[src/rtl/decoder_pkg.sv]
// Shared types and the decode function for the streaming binary-to-one-hot
// decoder.
//   state_t   : skid buffer occupancy (EMPTY, ONE, TWO)
//   payload_t : {onehot, err} sized for the widest supported decoder
//   decode()  : code -> payload, flagging codes at or above n_out
package decoder_pkg;

  localparam int unsigned MAX_IN_W = 8;
  localparam int unsigned MAX_N    = 2 ** MAX_IN_W;

  typedef enum logic [1:0] {
    EMPTY = 2'd0,
    ONE   = 2'd1,
    TWO   = 2'd2
  } state_t;

  typedef struct packed {
    logic [MAX_N-1:0] onehot;
    logic             err;
  } payload_t;

  function automatic payload_t decode(input logic [MAX_IN_W-1:0] code,
                                      input int unsigned         n_out);
    payload_t p;
    p = '0;
    if (32'(code) < n_out) begin
      p.onehot[code] = 1'b1;
    end else begin
      p.err = 1'b1;
    end
    return p;
  endfunction

endpackage

[src/rtl/skid_buf.sv]
// Two-entry skid buffer with valid/ready handshakes on both sides.
//   clk, rst            : clock, synchronous active-high reset
//   in_data/in_valid    : upstream beat, accepted when in_ready is high
//   in_ready            : high unless both entries are occupied
//   out_data/out_valid  : head beat, driven straight from the main register
//   out_ready           : downstream accepts the head beat
// in_ready is decoded from the state register only, so it never depends
// combinationally on out_ready.
module skid_buf
  import decoder_pkg::*;
#(
  parameter int unsigned W = 5
) (
  input  logic         clk,
  input  logic         rst,
  input  logic [W-1:0] in_data,
  input  logic         in_valid,
  output logic         in_ready,
  output logic [W-1:0] out_data,
  output logic         out_valid,
  input  logic         out_ready
);

  state_t       state;
  state_t       state_nxt;
  logic [W-1:0] main_q;
  logic [W-1:0] skid_q;
  logic         in_xfer;
  logic         out_xfer;
  logic         load_main;
  logic         load_skid;
  logic         pop_skid;

  assign in_ready  = (state != TWO);
  assign out_valid = (state != EMPTY);
  assign out_data  = main_q;
  assign in_xfer   = in_valid && in_ready;
  assign out_xfer  = out_valid && out_ready;

  always_comb begin
    state_nxt = state;
    load_main = 1'b0;
    load_skid = 1'b0;
    pop_skid  = 1'b0;
    case (state)
      EMPTY: begin
        if (in_xfer) begin
          load_main = 1'b1;
          state_nxt = ONE;
        end
      end
      ONE: begin
        if (in_xfer && !out_xfer) begin
          load_skid = 1'b1;
          state_nxt = TWO;
        end else if (!in_xfer && out_xfer) begin
          state_nxt = EMPTY;
        end else if (in_xfer && out_xfer) begin
          load_main = 1'b1;
        end
      end
      TWO: begin
        if (out_xfer) begin
          pop_skid  = 1'b1;
          state_nxt = ONE;
        end
      end
      default: state_nxt = EMPTY;
    endcase
  end

  always_ff @(posedge clk) begin
    if (rst) begin
      state  <= EMPTY;
      main_q <= '0;
      skid_q <= '0;
    end else begin
      state <= state_nxt;
      if (load_main) begin
        main_q <= in_data;
      end else if (pop_skid) begin
        main_q <= skid_q;
      end
      if (load_skid) begin
        skid_q <= in_data;
      end
    end
  end

endmodule

[src/rtl/decoder_bin2onehot.sv]
// Streaming binary-to-one-hot decoder.
//   clk, rst    : clock, synchronous active-high reset
//   in_code     : binary code (IN_W bits, at most MAX_IN_W)
//   in_valid    : in_code valid this cycle
//   in_ready    : decoder can accept a code this cycle
//   out_onehot  : decoded vector, all-zero on error beats
//   out_err     : beat came from a code at or above N_OUT
//   out_valid   : output beat present
//   out_ready   : downstream accepts the beat
//   err_cnt     : invalid codes accepted since reset, saturating
module decoder_bin2onehot
  import decoder_pkg::*;
#(
  parameter int unsigned IN_W  = 2,
  parameter int unsigned N_OUT = 4,
  parameter int unsigned CNT_W = 8
) (
  input  logic             clk,
  input  logic             rst,
  input  logic [IN_W-1:0]  in_code,
  input  logic             in_valid,
  output logic             in_ready,
  output logic [N_OUT-1:0] out_onehot,
  output logic             out_err,
  output logic             out_valid,
  input  logic             out_ready,
  output logic [CNT_W-1:0] err_cnt
);

  payload_t            dec;
  logic [MAX_IN_W-1:0] code_ext;
  logic                spill;
  logic                in_err;
  logic [N_OUT:0]      in_pay;
  logic [N_OUT:0]      out_pay;

  // decode() never sets onehot bits at or above N_OUT; folding them into err
  // keeps every payload bit consumed without changing behaviour.
  always_comb begin
    code_ext = MAX_IN_W'(in_code);
    dec      = decode(code_ext, N_OUT);
    spill    = 1'b0;
    for (int unsigned i = N_OUT; i < MAX_N; i++) begin
      spill = spill | dec.onehot[i];
    end
    in_err = dec.err | spill;
    in_pay = {dec.onehot[N_OUT-1:0], in_err};
  end

  skid_buf #(
    .W(N_OUT + 1)
  ) u_skid (
    .clk      (clk),
    .rst      (rst),
    .in_data  (in_pay),
    .in_valid (in_valid),
    .in_ready (in_ready),
    .out_data (out_pay),
    .out_valid(out_valid),
    .out_ready(out_ready)
  );

  assign out_onehot = out_pay[N_OUT:1];
  assign out_err    = out_pay[0];

  // Counted at input acceptance, not when the beat leaves.
  always_ff @(posedge clk) begin
    if (rst) begin
      err_cnt <= '0;
    end else if (in_valid && in_ready && in_err && (err_cnt != '1)) begin
      err_cnt <= err_cnt + CNT_W'(1);
    end
  end

endmodule

[config.mk]
export PLATFORM = sky130hd
export DESIGN_NAME = decoder_bin2onehot
export DESIGN_NICKNAME = d
export VERILOG_FILES = /design/src/rtl/decoder_pkg.sv /design/src/rtl/skid_buf.sv /design/src/rtl/decoder_bin2onehot.sv
export SDC_FILE = /design/constraint.sdc
export NUM_CORES = 1
export LEC_CHECK = 0
export CAP_MARGIN = 20
export CORE_MARGIN = 1
export CORE_UTILIZATION = 35
export CTS_BUF_LIST = sky130_fd_sc_hd__clkbuf_2 sky130_fd_sc_hd__clkbuf_4 sky130_fd_sc_hd__clkbuf_8
export CTS_CLUSTER_DIAMETER = 150
export DETAILED_ROUTE_END_ITERATION = 16
export SLEW_MARGIN = 20
export SYNTH_ARGS = -nofsm -noshare
export SYNTH_HDL_FRONTEND = slang
export SYNTH_HIERARCHICAL = 1
export SYNTH_SLANG_ARGS = --single-unit
[constraint.sdc]
create_clock -name clk -period 4.4 [get_ports clk]
set_input_delay 0.88 -clock clk [delete_from_list [all_inputs] [get_ports clk]]
set_output_delay 0.88 -clock clk [all_outputs]
set_load 0.005 [all_outputs]
# ---- Word-level counts from Yosys, hierarchy flattened
# Index checks and enable logic that the tools add are counted.
dict set report word_totals {
  output_inout_bits 15
  register_bits 11
  input_bits 6
  elab_cells 41
}
dict set report op_classes {
  mux 18
  order_cmp 2
  reduce_logical 12
  eq_ne 6
}
# op n
set op_table {}
lappend op_table {{$mux W5} 2}
lappend op_table {{$lt A2 B9 Y1 const B} 1}
lappend op_table {{$mux W1} 9}
lappend op_table {{$mux W2} 4}
lappend op_table {{$logic_and A1 B1 Y1} 6}
lappend op_table {{$pmux W2 S3} 1}
lappend op_table {{$ne A2 B1 Y1 const B} 2}
lappend op_table {{$reduce_bool A2 Y1} 2}
lappend op_table {{$ne A3 B1 Y1 const B} 1}
lappend op_table {{$reduce_and A3 Y1} 1}
lappend op_table {{$demux W1 S2} 1}
lappend op_table {{$eq A2 B1 Y1 const B} 1}
lappend op_table {{$eq A2 B2 Y1 const B} 1}
lappend op_table {{$ge A2 B1 Y1 const B} 1}
lappend op_table {{$logic_not A1 Y1} 2}
lappend op_table {{$logic_not A2 Y1} 1}
lappend op_table {{$ne A2 B2 Y1 const B} 1}
lappend op_table {{$pmux W1 S2} 1}

# ---- Longest topological paths before layout
# Gate-level depths: netlist of the first run.
dict set report depth {
  word_depth 8
  ltp_mapped 8
  depth_no_buf 7
}

# ---- Cells and area by module
# The synthesis of the first run kept the hierarchy.
# module area_per_inst_um2 cells_per_inst seq_area_each_um2 n_inst
set modules_own_cells {}
lappend modules_own_cells {skid_buf 644.4 68 240.2 1}
lappend modules_own_cells {decoder_bin2onehot 90.1 13 0.0 1}

# ---- Worst setup path before layout of the first run
# Ideal clock, no wire load.
dict set report synth_path {
  path_type {input port to flip-flop}
  from {in in_valid}
  to {reg u_skid.main_q[0] (netlist: u_skid/out_data[0])}
  required_time_ns 4.266
  arrival_ns 1.732
  path_buffers 0
  setup_time_ns 0.134
  path_stages 5
  setup_slack_ns 2.534
  path_cell_list {and2_1 -> ha_1 -> mux2_2 -> nor3_1 -> nor4_1}
}
dict set report synth_via {
  elab_chain_cells 7
  word_cells_on_any_way 12
  classes_between {mux (6); reduce/logical (6)}
}
# element line_no
set synth_rtl {}
lappend synth_rtl {{start, declared} decoder_bin2onehot.sv:21} ;# input logic in_valid,
lappend synth_rtl {{$logic_and A1 B1 Y1 *} skid_buf.sv:37} ;# assign in_xfer = in_valid && in_ready;
lappend synth_rtl {{$logic_and A1 B1 Y1 / $logic_not A1 Y1 (equally long branches)} {skid_buf.sv:58, skid_buf.sv:56}}
lappend synth_rtl {{$mux W1 / $logic_and A1 B1 Y1 (equally long branches)} {skid_buf.sv:58, skid_buf.sv:56}}
lappend synth_rtl {{$mux W1} skid_buf.sv:56} ;# end else if (!in_xfer && out_xfer) begin
lappend synth_rtl {{$mux W1} skid_buf.sv:53} ;# if (in_xfer && !out_xfer) begin
lappend synth_rtl {{$pmux W1 S2 *} skid_buf.sv:45} ;# case (state)
lappend synth_rtl {{$mux W5 / $reduce_bool A2 Y1 (equally long branches)} n/a}
lappend synth_rtl {{end signal, assigned} skid_buf.sv:80} ;# main_q <= in_data;
lappend synth_rtl {{end signal, assigned} skid_buf.sv:82} ;# main_q <= skid_q;
lappend synth_rtl {{end, declared} skid_buf.sv:26} ;# logic [W-1:0] main_q;
# Every way passes the cells marked *; elsewhere a longest branch is shown, timed or not.
# A chain may end at the register's enable or synchronous reset.

# ---- Worst setup path in the final report of the first run
dict set report layout_path {
  from {reg u_skid.state[1]}
  to {out out_valid}
}
dict set report layout_via {
  elab_chain_cells 1
}
# element line_no
set layout_rtl {}
lappend layout_rtl {{start, declared} skid_buf.sv:24} ;# state_t state;
lappend layout_rtl {{start signal, assigned} skid_buf.sv:78} ;# state <= state_nxt;
lappend layout_rtl {{$reduce_bool A2 Y1} skid_buf.sv:35} ;# assign out_valid = (state != EMPTY);
lappend layout_rtl {{end, declared} decoder_bin2onehot.sv:25} ;# output logic out_valid,
# Every way passes these cells.

==> metrics.md, run 1 <==
| Metric | Value |
|---|---|
| CP Class | `reg -> out` |
| I/O Buffers | `12` |
| Grt total ovfl | `0` |
| Clock slew at reported path FFs | `0.08 ns` |
| GP Congestion | `0.744` |
| Htree depth | `1` |
| CTS tree | `done` |
| Dominant cell type by area after synthesis | `dfxtp_1` |
| Period minus WS final | `2.49 ns` |
| Initial drt markers | `4` |
| Max clock buf depth | `2` |
| Final setup vio count | `0` |
| Setup crit start kind | `flip-flop` |
| Fin Setup TNS | `0 ns` |
| DRC violation count after routing | `0` |
| Site Rows | `16` |
| Synth top area share | `0.327` |
| Total Power | `0.000252 W` |
| Number of antenna repair diodes | `0` |
| Core box area | `1960 um^2` |
| Hold Crit Start | `u_skid/skid_q[0]` |
| Avg Inst Size Synth | `9.07 um^2` |
| CP Data Arrival Time | `1.61 ns` |
| Worst r2r src | `u_skid/state[1]` |
| CTS Buf Count | `3` |
| Share of cells above drive strength 1 | `0.106` |
| Seq cells post-synth | `12` |
| Core Util, Final | `0.439` |
| Die height | `47.8 um` |
| Final period utilization | `0.566` |
| Number of global-route vias before repair | `541` |
| Final hold violations | `0` |
| Cts hold-fix bufs | `0` |
| Gr usage total | `0.158` |
| Required time of the worst setup path | `3.52 ns` |
| Nets | `104` |
| Post-CTS Setup Inserts | `0` |
| WHS Path Cells | `2` |
| Run status | `completed` |
| Vias | `575` |
| Placed insts | `118` |
| Worst r2r dst | `u_skid/out_data[0]` |
| Leakage power | `0.389 nW` |
| Total of max-cap violations | `0` |
| Final Instance Area | `862 um^2` |
| Worst reg-to-reg setup slack | `2.47 ns` |
| Final WL | `1440 um` |
| Final Max Slew Viols | `0` |
| Initial Utilization | `0.374` |
| YS warnings | `6` |
| Peak Freq | `0.402 GHz` |
| First-pass GRT wire length | `2460 um` |
| Clock latency on the worst-skew pair | `0.28 ns` |
| Post_cts resized | `0` |
| Critical Path Fanout Max | `15` |
| Finished Layout Cells | `121` |
| Max IR drop VDD | `0.162 mV` |
| Number of placed I/O pins | `21` |
| Fin Clk Skew | `0.00466 ns` |
| Pwr/cell area | `293 nW/um^2` |
| Register area share after synthesis | `0.327` |
| RSZ-0062 raised after global routing | `false` |
| Top cells by area, synth | `dfxtp_1, buf_4, mux2i_1` |
| R2r worst-path depth | `6` |
| Post-synthesis cell area | `734 um^2` |
| Die width | `47.8 um` |
| Root Buffer | `clkbuf_4` |
| Netlist cell types | `26` |
| Area grow syn2layout | `17.4%` |
| Via/cell ratio | `4.75` |
| Dpl cell area | `840 um^2` |
| DR WL/cell | `11.9 um` |
| Largest net degree at the start of global routing | `16` |
| CTS sink count | `12` |
| Post-DP HPWL | `1010 um` |
| WHS Endpoint | `u_skid/skid_q[0]` |
| Remaining antenna violation count | `0` |
| Drt pass-1 iters | `4` |
| Hold Path Class | `reg -> reg` |
| Gate Count Post-Synth | `81` |
| Crit end category | `primary output` |
| Die area | `2290 um^2` |
| Initial antenna violation count | `0` |
power by group:
part	switching [W]	internal (W)	leakage, nW
combinational	0.0000255	0.0000325	0.277
sequential	0.00000933	0.000116	0.0983
clock	0.0000372	0.0000318	0.0138
final cells by class:
class,count,area [um^2]
multi-input combinational,64,434
sequential,12,240
timing repair buffer,12,120
inverter,3,11.3
clock buffer,3,22.5
fill,206,1100
tap,27,33.8
synth_stat cells (all sizes together):
cell type	number
a211oi	5
inv	3
nor3	10
o22a	1
nor2	7
and3b	5
ha	2
nand2b	2
conb	1
a21oi	1
and2	3
nor4	5
dfxtp	12
and2b	1
a21o	1
mux2	1
nand3b	1
buf	10
nor2b	1
clkbuf	1
or2	1
mux2i	7
cell usage in the layout, fill, tap and decap left out, drive strengths merged:
| cell type | netlist | final |
|---|---|---|
| clkdlybuf4s50 | 0 | 12 |
| dfxtp | 12 | 12 |
| conb | 1 | 10 |
| nor3 | 10 | 10 |
| nor2 | 7 | 7 |
| mux2i | 7 | 7 |
| and3b | 5 | 5 |
| a211oi | 5 | 5 |
| nor4 | 5 | 5 |
| clkbuf | 1 | 3 |
| inv | 3 | 3 |
| and2 | 3 | 3 |
| ha | 2 | 2 |
| nand2b | 2 | 2 |
| and2b | 1 | 1 |
| nor2b | 1 | 1 |
| or2 | 1 | 1 |
| mux2 | 1 | 1 |
| nand3b | 1 | 1 |
| a21o | 1 | 1 |
| a21oi | 1 | 1 |
| o22a | 1 | 1 |
layer usage:
metal / GRT usage / wire, um
met5: 0 / 0
met4: 0.0500 / 17
met3: 0.0642 / 78
met2: 0.243 / 661
met1: 0.202 / 681
how the worst max path moves through the flow:
stage | from | end | depth (start not counted)
2_1_floorplan | in_valid | u_skid/out_data[0] | 5
6_report | u_skid/state[1] | out_valid | 2
4_1_cts | u_skid/state[0] | in_ready | 2
5_1_grt | u_skid/state[1] | out_valid | 2
3_5_place_dp | out_ready | u_skid/out_data[1] | 6
3_3_place_gp | out_ready | u_skid/out_data[1] | 6
through the flow:
stage	worst slack [ns]	hold WS [ns]
floorplan	2.53	0.455
global placement	1.87	0.476
detailed placement	1.86	0.483
finish	1.91	0.493
CTS	1.88	0.500
global route	1.80	0.539
cells by family (layout without fill, tap and decap cells):
kind of cell / after synthesis / after routing / synth area share
and+or+nand+nor: 36 / 36 / 0.298
AOI/OAI and AO/OA: 8 / 8 / 0.0801
DFF: 12 / 12 / 0.327
buffers and inverters: 14 / 18 / 0.128
muxes: 8 / 8 / 0.128
other: 1 / 10 / 0.00511
adders and majority gates: 2 / 2 / 0.0341
critical path, stage by stage (launching register included):
cell             delay [ns]
dfxtp_1                0.63
or2_2                  0.21
clkdlybuf4s50_1        0.49
registers in the layout (all words and copies together) (netlist names):
name	count
u_skid/out_data	5
u_skid/skid_q	5
u_skid/state	2
Power figures use the tool's default switching activity.
==> run 2: changes to the inputs <==
==> constraint.sdc (replaced) <==
create_clock -name clk -period 2.1 [get_ports clk]
set_input_delay 0.42 -clock clk [delete_from_list [all_inputs] [get_ports clk]]
set_output_delay 0.42 -clock clk [all_outputs]
set_load 0.005 [all_outputs]
==> run 2 against run 1 <==
Effect of this change:
- worst hold slack about the same
- count of clock-buffer cells in the layout up 1
- global-route usage down 0.76 points
- utilization up 2.2 points
- routed wire length up 3.5%
- power up 130%
- critical path depth unchanged
- die area unchanged
- highest routed layer unchanged
==> metrics.md, run 2 (synthesis gave the netlist of run 1 again) <==
| Metric | Value |
|---|---|
| First-pass GRT wire length | `2330 um (was 2460 um)` |
| Peak Freq | `0.559 GHz` |
| Largest net degree at the start of global routing | `15 (was 16)` |
| Fin Setup TNS | `0 ns (unchanged)` |
| Most frequent cells in the layout | `clkdlybuf4s50_1, dfxtp_1, conb_1, nor3_1, nor2_1 (unchanged)` |
| Clock latency on the worst-skew pair | `0.26 ns (was 0.28 ns)` |
| Finished Layout Cells | `126 (was 121)` |
| Cts hold-fix bufs | `0 (unchanged)` |
| Initial drt markers | `14 (was 4)` |
| Die width | `47.8 um (unchanged)` |
| Final period utilization | `0.852` |
| Total of max-cap violations | `0 (unchanged)` |
| Number of global-route vias before repair | `538 (was 541)` |
| Final setup vio count | `0 (unchanged)` |
| GP Congestion | `0.786 (was 0.744)` |
| Placed insts | `122 (was 118)` |
| CTS tree | `done (unchanged)` |
| Final hold violations | `0 (unchanged)` |
| CTS Buf Count | `3 (unchanged)` |
| CP max stage delay | `0.44 ns (was 0.63 ns)` |
| Die area | `2290 um^2 (unchanged)` |
| CP top delay family | `buffers and inverters (was flip-flops)` |
| Hold Path Class | `reg -> reg (unchanged)` |
| Via/cell ratio | `4.87 (was 4.75)` |
| Setup crit start kind | `flip-flop (unchanged)` |
| Root Buffer | `clkbuf_4 (unchanged)` |
| CP Buf/Inv Count | `1 (unchanged)` |
| CTS sink count | `12 (unchanged)` |
| Post-CTS Setup Inserts | `0 (unchanged)` |
| DRC violation count after routing | `0 (unchanged)` |
| Number of placed I/O pins | `21 (unchanged)` |
| Die height | `47.8 um (unchanged)` |
| Routing usage on met1 | `0.194 (was 0.202)` |
| Gr busiest metal | `met2 (unchanged)` |
| Critical Path Fanout Max | `6 (was 15)` |
| RSZ-0062 raised after global routing | `false (unchanged)` |
| DR WL/cell | `11.8 um (was 11.9 um)` |
| Pwr/cell area | `632 nW/um^2 (was 293 nW/um^2)` |
| Clock slew at reported path FFs | `0.08 ns (about the same)` |
| Fillers | `216 (was 206)` |
| Final WL | `1490 um (was 1440 um)` |
| Gr usage total | `0.151 (was 0.158)` |
| Crit end category | `primary output (unchanged)` |
| CP Class | `reg -> out (unchanged)` |
| Share of cells above drive strength 1 | `0.152 (was 0.106)` |
| CP Data Arrival Time | `1.37 ns (was 1.61 ns)` |
| Max clock buf depth | `2 (unchanged)` |
| Post-DP HPWL | `1080 um (was 1010 um)` |
| Period minus WS final | `1.79 ns` |
| Run status | `completed (unchanged)` |
| Nets | `108 (was 104)` |
| Initial Utilization | `0.374 (unchanged)` |
| Initial antenna violation count | `0 (unchanged)` |
| Remaining antenna violation count | `0 (unchanged)` |
| Max IR drop VDD | `0.321 mV (was 0.162 mV)` |
| Required time of the worst setup path | `1.68 ns (was 3.52 ns)` |
| Post_cts resized | `0 (unchanged)` |
| Htree depth | `1 (unchanged)` |
| Vias | `614 (was 575)` |
| Core box area | `1960 um^2 (unchanged)` |
| Grt total ovfl | `0 (unchanged)` |
| Site Rows | `16 (unchanged)` |
| Number of antenna repair diodes | `0 (unchanged)` |
| Area grow syn2layout | `23.3% (was 17.4%)` |
| Leakage power | `0.416 nW (was 0.389 nW)` |
| Fin Clk Skew | `0.00340 ns (was 0.00466 ns)` |
| Met2 Usage GRT | `0.243 (unchanged)` |
| I/O Buffers | `12 (unchanged)` |
| Final Max Slew Viols | `0 (unchanged)` |
| GRT met3 Usage | `0.0226 (was 0.0642)` |
| Critical path's slowest cell | `clkdlybuf4s50_1 (was dfxtp_1)` |
| Drt pass-1 iters | `4 (unchanged)` |
| Cell Chain, Critical Path | `or2_2 -> clkdlybuf4s50_1 (unchanged)` |
==> run 2: cell types whose count changed in the layout (fill, tap and decap cells not counted) <==
cell and delta:
buf_4 +4, clkbuf_8 +1
==> run 2: per-stage QoR <==
| step | utilization | hold WS (ns) | total power, W | setup WS [ns] | cell area [um^2] |
|---|---|---|---|---|---|
| after floorplan | - | 0.455 | 0.000351 | 0.370 | 768 |
| after global placement | 0.443 | 0.476 | 0.000396 | 0.177 | 870 |
| after detailed placement | 0.443 | 0.482 | 0.000397 | 0.156 | 870 |
| after CTS | 0.462 | 0.500 | 0.000578 | 0.299 | 906 |
| after global routing | 0.462 | 0.529 | 0.000604 | 0.218 | 906 |
| final | 0.462 | 0.493 | 0.000572 | 0.311 | 906 |
==> run 2: final cells by class <==
type / count / area [um^2] / area share
multi-input combinational: 64 / 434 / 0.479
sequential: 12 / 240 / 0.265
timing repair buffer: 16 / 150 / 0.166
clock buffer: 4 / 36.3 / 0.0401
tap: 27 / 33.8 / 0.0373
inverter: 3 / 11.3 / 0.0124
==> run 2: worst reg2reg max path: cells and delay by family, from the launching register on <==
| family | cells | cell delay [ns] |
|---|---|---|
| DFF | 1 | 0.36 |
| muxes | 1 | 0.32 |
| adders and majority gates | 1 | 0.22 |
| and+or+nand+nor | 4 | 0.73 |
==> run 2: power breakdown <==
| part | total (W) | switching (W) | leakage (nW) | internal (W) |
|---|---|---|---|---|
| registers | 0.000256 | 0.0000130 | 0.0983 | 0.000243 |
| clock network | 0.000180 | 0.0000745 | 0.0210 | 0.000105 |
| logic | 0.000136 | 0.0000627 | 0.297 | 0.0000734 |
==> run 2: worst paths after layout <==
check | from | cells after the start | slack [ns] | end
worst max-delay path | u_skid/state[0] | 2 | 0.31 | out_valid
worst min-delay path | u_skid/skid_q[2] | 2 | 0.49 | u_skid/skid_q[2]
worst max register to register | u_skid/state[0] | 6 | 0.33 | u_skid/out_data[2]
worst min register to register | u_skid/skid_q[2] | 2 | 0.49 | u_skid/skid_q[2]
==> run 2: layer usage <==
metal,up-vias,part of all wire
li1,310,-
met1,274,0.47
met2,26,0.46
met3,4,0.055
met4,0,0.014
met5,-,0
==> run 3: changes to the inputs <==
--- a/config.mk
+++ b/config.mk
@@ -7,10 +7,11 @@
 export LEC_CHECK = 0
 export CAP_MARGIN = 20
 export CORE_MARGIN = 1
-export CORE_UTILIZATION = 35
+export CORE_UTILIZATION = 43
 export CTS_BUF_LIST = sky130_fd_sc_hd__clkbuf_2 sky130_fd_sc_hd__clkbuf_4 sky130_fd_sc_hd__clkbuf_8
 export CTS_CLUSTER_DIAMETER = 150
 export DETAILED_ROUTE_END_ITERATION = 16
+export PLACE_DENSITY = 0.76
 export SLEW_MARGIN = 20
 export SYNTH_ARGS = -nofsm -noshare
 export SYNTH_HDL_FRONTEND = slang
==> run 3 against run 2 <==
Effect of this change:
- the run now ends with DRC left
- sequential power about the same
- clock power is 23% lower
- non-clock buffer count unchanged
- clock skew down 0.0013 ns
- die area down 18%
- cell count fell by 9.5%
- critical path depth unchanged
- global-route usage increased by 2.2 points
- count of clock-buffer cells in the layout is 1 lower
- register-to-register slack got worse by 0.05 ns
- combinational power hardly changed
- first-iteration DRC count rose by 79%
- critical path type unchanged
- critical endpoint is now in_ready
- largest power group unchanged
==> metrics.md, run 3 (synthesis gave the netlist of run 1 again) <==
| Metric | Value |
|---|---|
| Area grow syn2layout | `19.6% (was 23.3%)` |
| Initial antenna violation count | `0 (unchanged)` |
| Fin Setup TNS | `0 ns (unchanged)` |
| Post-CTS Setup Inserts | `0 (unchanged)` |
| Root Buffer | `clkbuf_4 (unchanged)` |
| Clock slew at reported path FFs | `0.07 ns (was 0.08 ns)` |
| Leakage power | `0.409 nW (was 0.416 nW)` |
| Die width | `43.3 um (was 47.8 um)` |
| Vias | `627 (was 614)` |
| Remaining antenna violation count | `0 (unchanged)` |
| Pwr/cell area | `604 nW/um^2 (was 632 nW/um^2)` |
| Fillers | `155 (was 216)` |
| Drt pass-1 iters | `10 (was 4)` |
| Cts hold-fix bufs | `0 (unchanged)` |
| Nets | `108 (unchanged)` |
| DRC violation count after routing | `2 (was 0)` |
| Crit end category | `primary output (unchanged)` |
| Total of max-cap violations | `0 (unchanged)` |
| Post-DP HPWL | `1030 um (was 1080 um)` |
| Site Rows | `14 (was 16)` |
| DR WL/cell | `12.7 um (was 11.8 um)` |
| Gr usage total | `0.172 (was 0.151)` |
| Storage element area | `240 um^2 (unchanged)` |
| Die height | `43.3 um (was 47.8 um)` |
| Final WL | `1450 um (was 1490 um)` |
| Setup crit start kind | `flip-flop (unchanged)` |
| Share of cells above drive strength 1 | `0.143 (was 0.152)` |
| Max IR drop VDD | `0.431 mV (was 0.321 mV)` |
| Largest net degree at the start of global routing | `13 (was 15)` |
| Setup crit start | `u_skid/state[0] (unchanged)` |
| Hold Crit Start | `u_skid/skid_q[3] (was u_skid/skid_q[2])` |
| Final Max Slew Viols | `0 (unchanged)` |
| Core box area | `1560 um^2 (was 1960 um^2)` |
| Run status | `finished, violations left (was completed)` |
| CTS sink count | `12 (unchanged)` |
| R2r worst-path depth | `6 (unchanged)` |
| Fin Clk Skew | `0.00212 ns (was 0.00340 ns)` |
| Final setup vio count | `0 (unchanged)` |
| Required time of the worst setup path | `1.68 ns (about the same)` |
| First-pass GRT wire length | `2370 um (was 2330 um)` |
| Worst r2r src | `u_skid/state[0] (unchanged)` |
| Number of antenna repair diodes | `0 (unchanged)` |
| Period minus WS final | `1.88 ns (was 1.79 ns)` |
| Htree depth | `1 (unchanged)` |
| WHS Path Cells | `2 (unchanged)` |
| Number of placed I/O pins | `21 (unchanged)` |
| Critical Path Fanout Max | `10 (was 6)` |
| Via/cell ratio | `5.50 (was 4.87)` |
| CP Class | `reg -> out (unchanged)` |
| GP Congestion | `0.878 (was 0.786)` |
| Die area | `1880 um^2 (was 2290 um^2)` |
| Most frequent cells in the layout | `clkdlybuf4s50_1, dfxtp_1, conb_1, nor3_1, nor2_1 (unchanged)` |
| Post_cts resized | `0 (unchanged)` |
| Max clock buf depth | `2 (unchanged)` |
| Peak Freq | `0.531 GHz (was 0.559 GHz)` |
| Initial drt markers | `25 (was 14)` |
| Number of global-route vias before repair | `565 (was 538)` |
| CP Data Arrival Time | `1.46 ns (was 1.37 ns)` |
| Hold Path Class | `reg -> reg (unchanged)` |
| Final hold violations | `0 (unchanged)` |
| Multi-input logic area | `434 um^2 (unchanged)` |
| Failing checks | `DRC` |
| I/O Buffers | `12 (unchanged)` |
| Initial Utilization | `0.471 (was 0.374)` |
| CTS tree | `done (unchanged)` |
| Total Power | `0.000530 W (was 0.000572 W)` |
| CTS Buf Count | `3 (unchanged)` |
| Grt total ovfl | `0 (unchanged)` |
| Clock latency on the worst-skew pair | `0.27 ns (was 0.26 ns)` |
| Final period utilization | `0.896 (was 0.852)` |
| RSZ-0062 raised after global routing | `false (unchanged)` |
[run 3: area by class of cell]
| type | count | share of cell area |
|---|---|---|
| well taps | 16 | 0.0228 |
| clock buffers | 3 | 0.0256 |
| flip-flops and latches | 12 | 0.274 |
| multi-input cells | 64 | 0.494 |
| repair buffers | 16 | 0.171 |
| inverters | 3 | 0.0128 |
[run 3: where the power goes]
part,leakage [nW],total [W],internal [W],switching [W]
sequential,0.0983,0.000259,0.000244,0.0000157
clock,0.0138,0.000138,0.0000665,0.0000717
combinational,0.297,0.000133,0.0000733,0.0000597
[run 3: critical path, stage by stage, from the launching register on]
cell	delay, ns
dfxtp_1	0.50
nand2b_2	0.20
clkdlybuf4s50_1	0.50
[run 3: through the flow]
| step | hold WS [ns] | instances | util | area [um^2] | setup slack, ns |
|---|---|---|---|---|---|
| 2_1_floorplan | 0.455 | 90 | - | 768 | 0.370 |
| 3_3_place_gp | 0.475 | 111 | 0.549 | 856 | 0.190 |
| 3_5_place_dp | 0.479 | 111 | 0.549 | 856 | 0.180 |
| 4_1_cts | 0.496 | 114 | 0.563 | 878 | 0.212 |
| 5_1_grt | 0.529 | 114 | 0.563 | 878 | 0.153 |
| 6_report | 0.488 | 114 | 0.563 | 878 | 0.218 |
[run 3: final timing paths]
check | slack, ns | endpoint
worst max-delay path | 0.22 | in_ready
worst max register to register | 0.28 | u_skid/out_data[4]
worst min-delay path | 0.49 | u_skid/skid_q[3]
worst min register to register | 0.49 | u_skid/skid_q[3]
[run 3: per-layer routing]
| metal | routed length (um) | vias up | track usage | share of wire |
|---|---|---|---|---|
| met3 | 129 | 4 | 0.0375 | 0.089 |
| met1 | 633 | 282 | 0.206 | 0.44 |
| met4 | 14 | 0 | 0.0938 | 0.0097 |
| met2 | 669 | 36 | 0.288 | 0.46 |
| li1 | - | 305 | - | - |
| met5 | 0 | - | 0 | 0 |
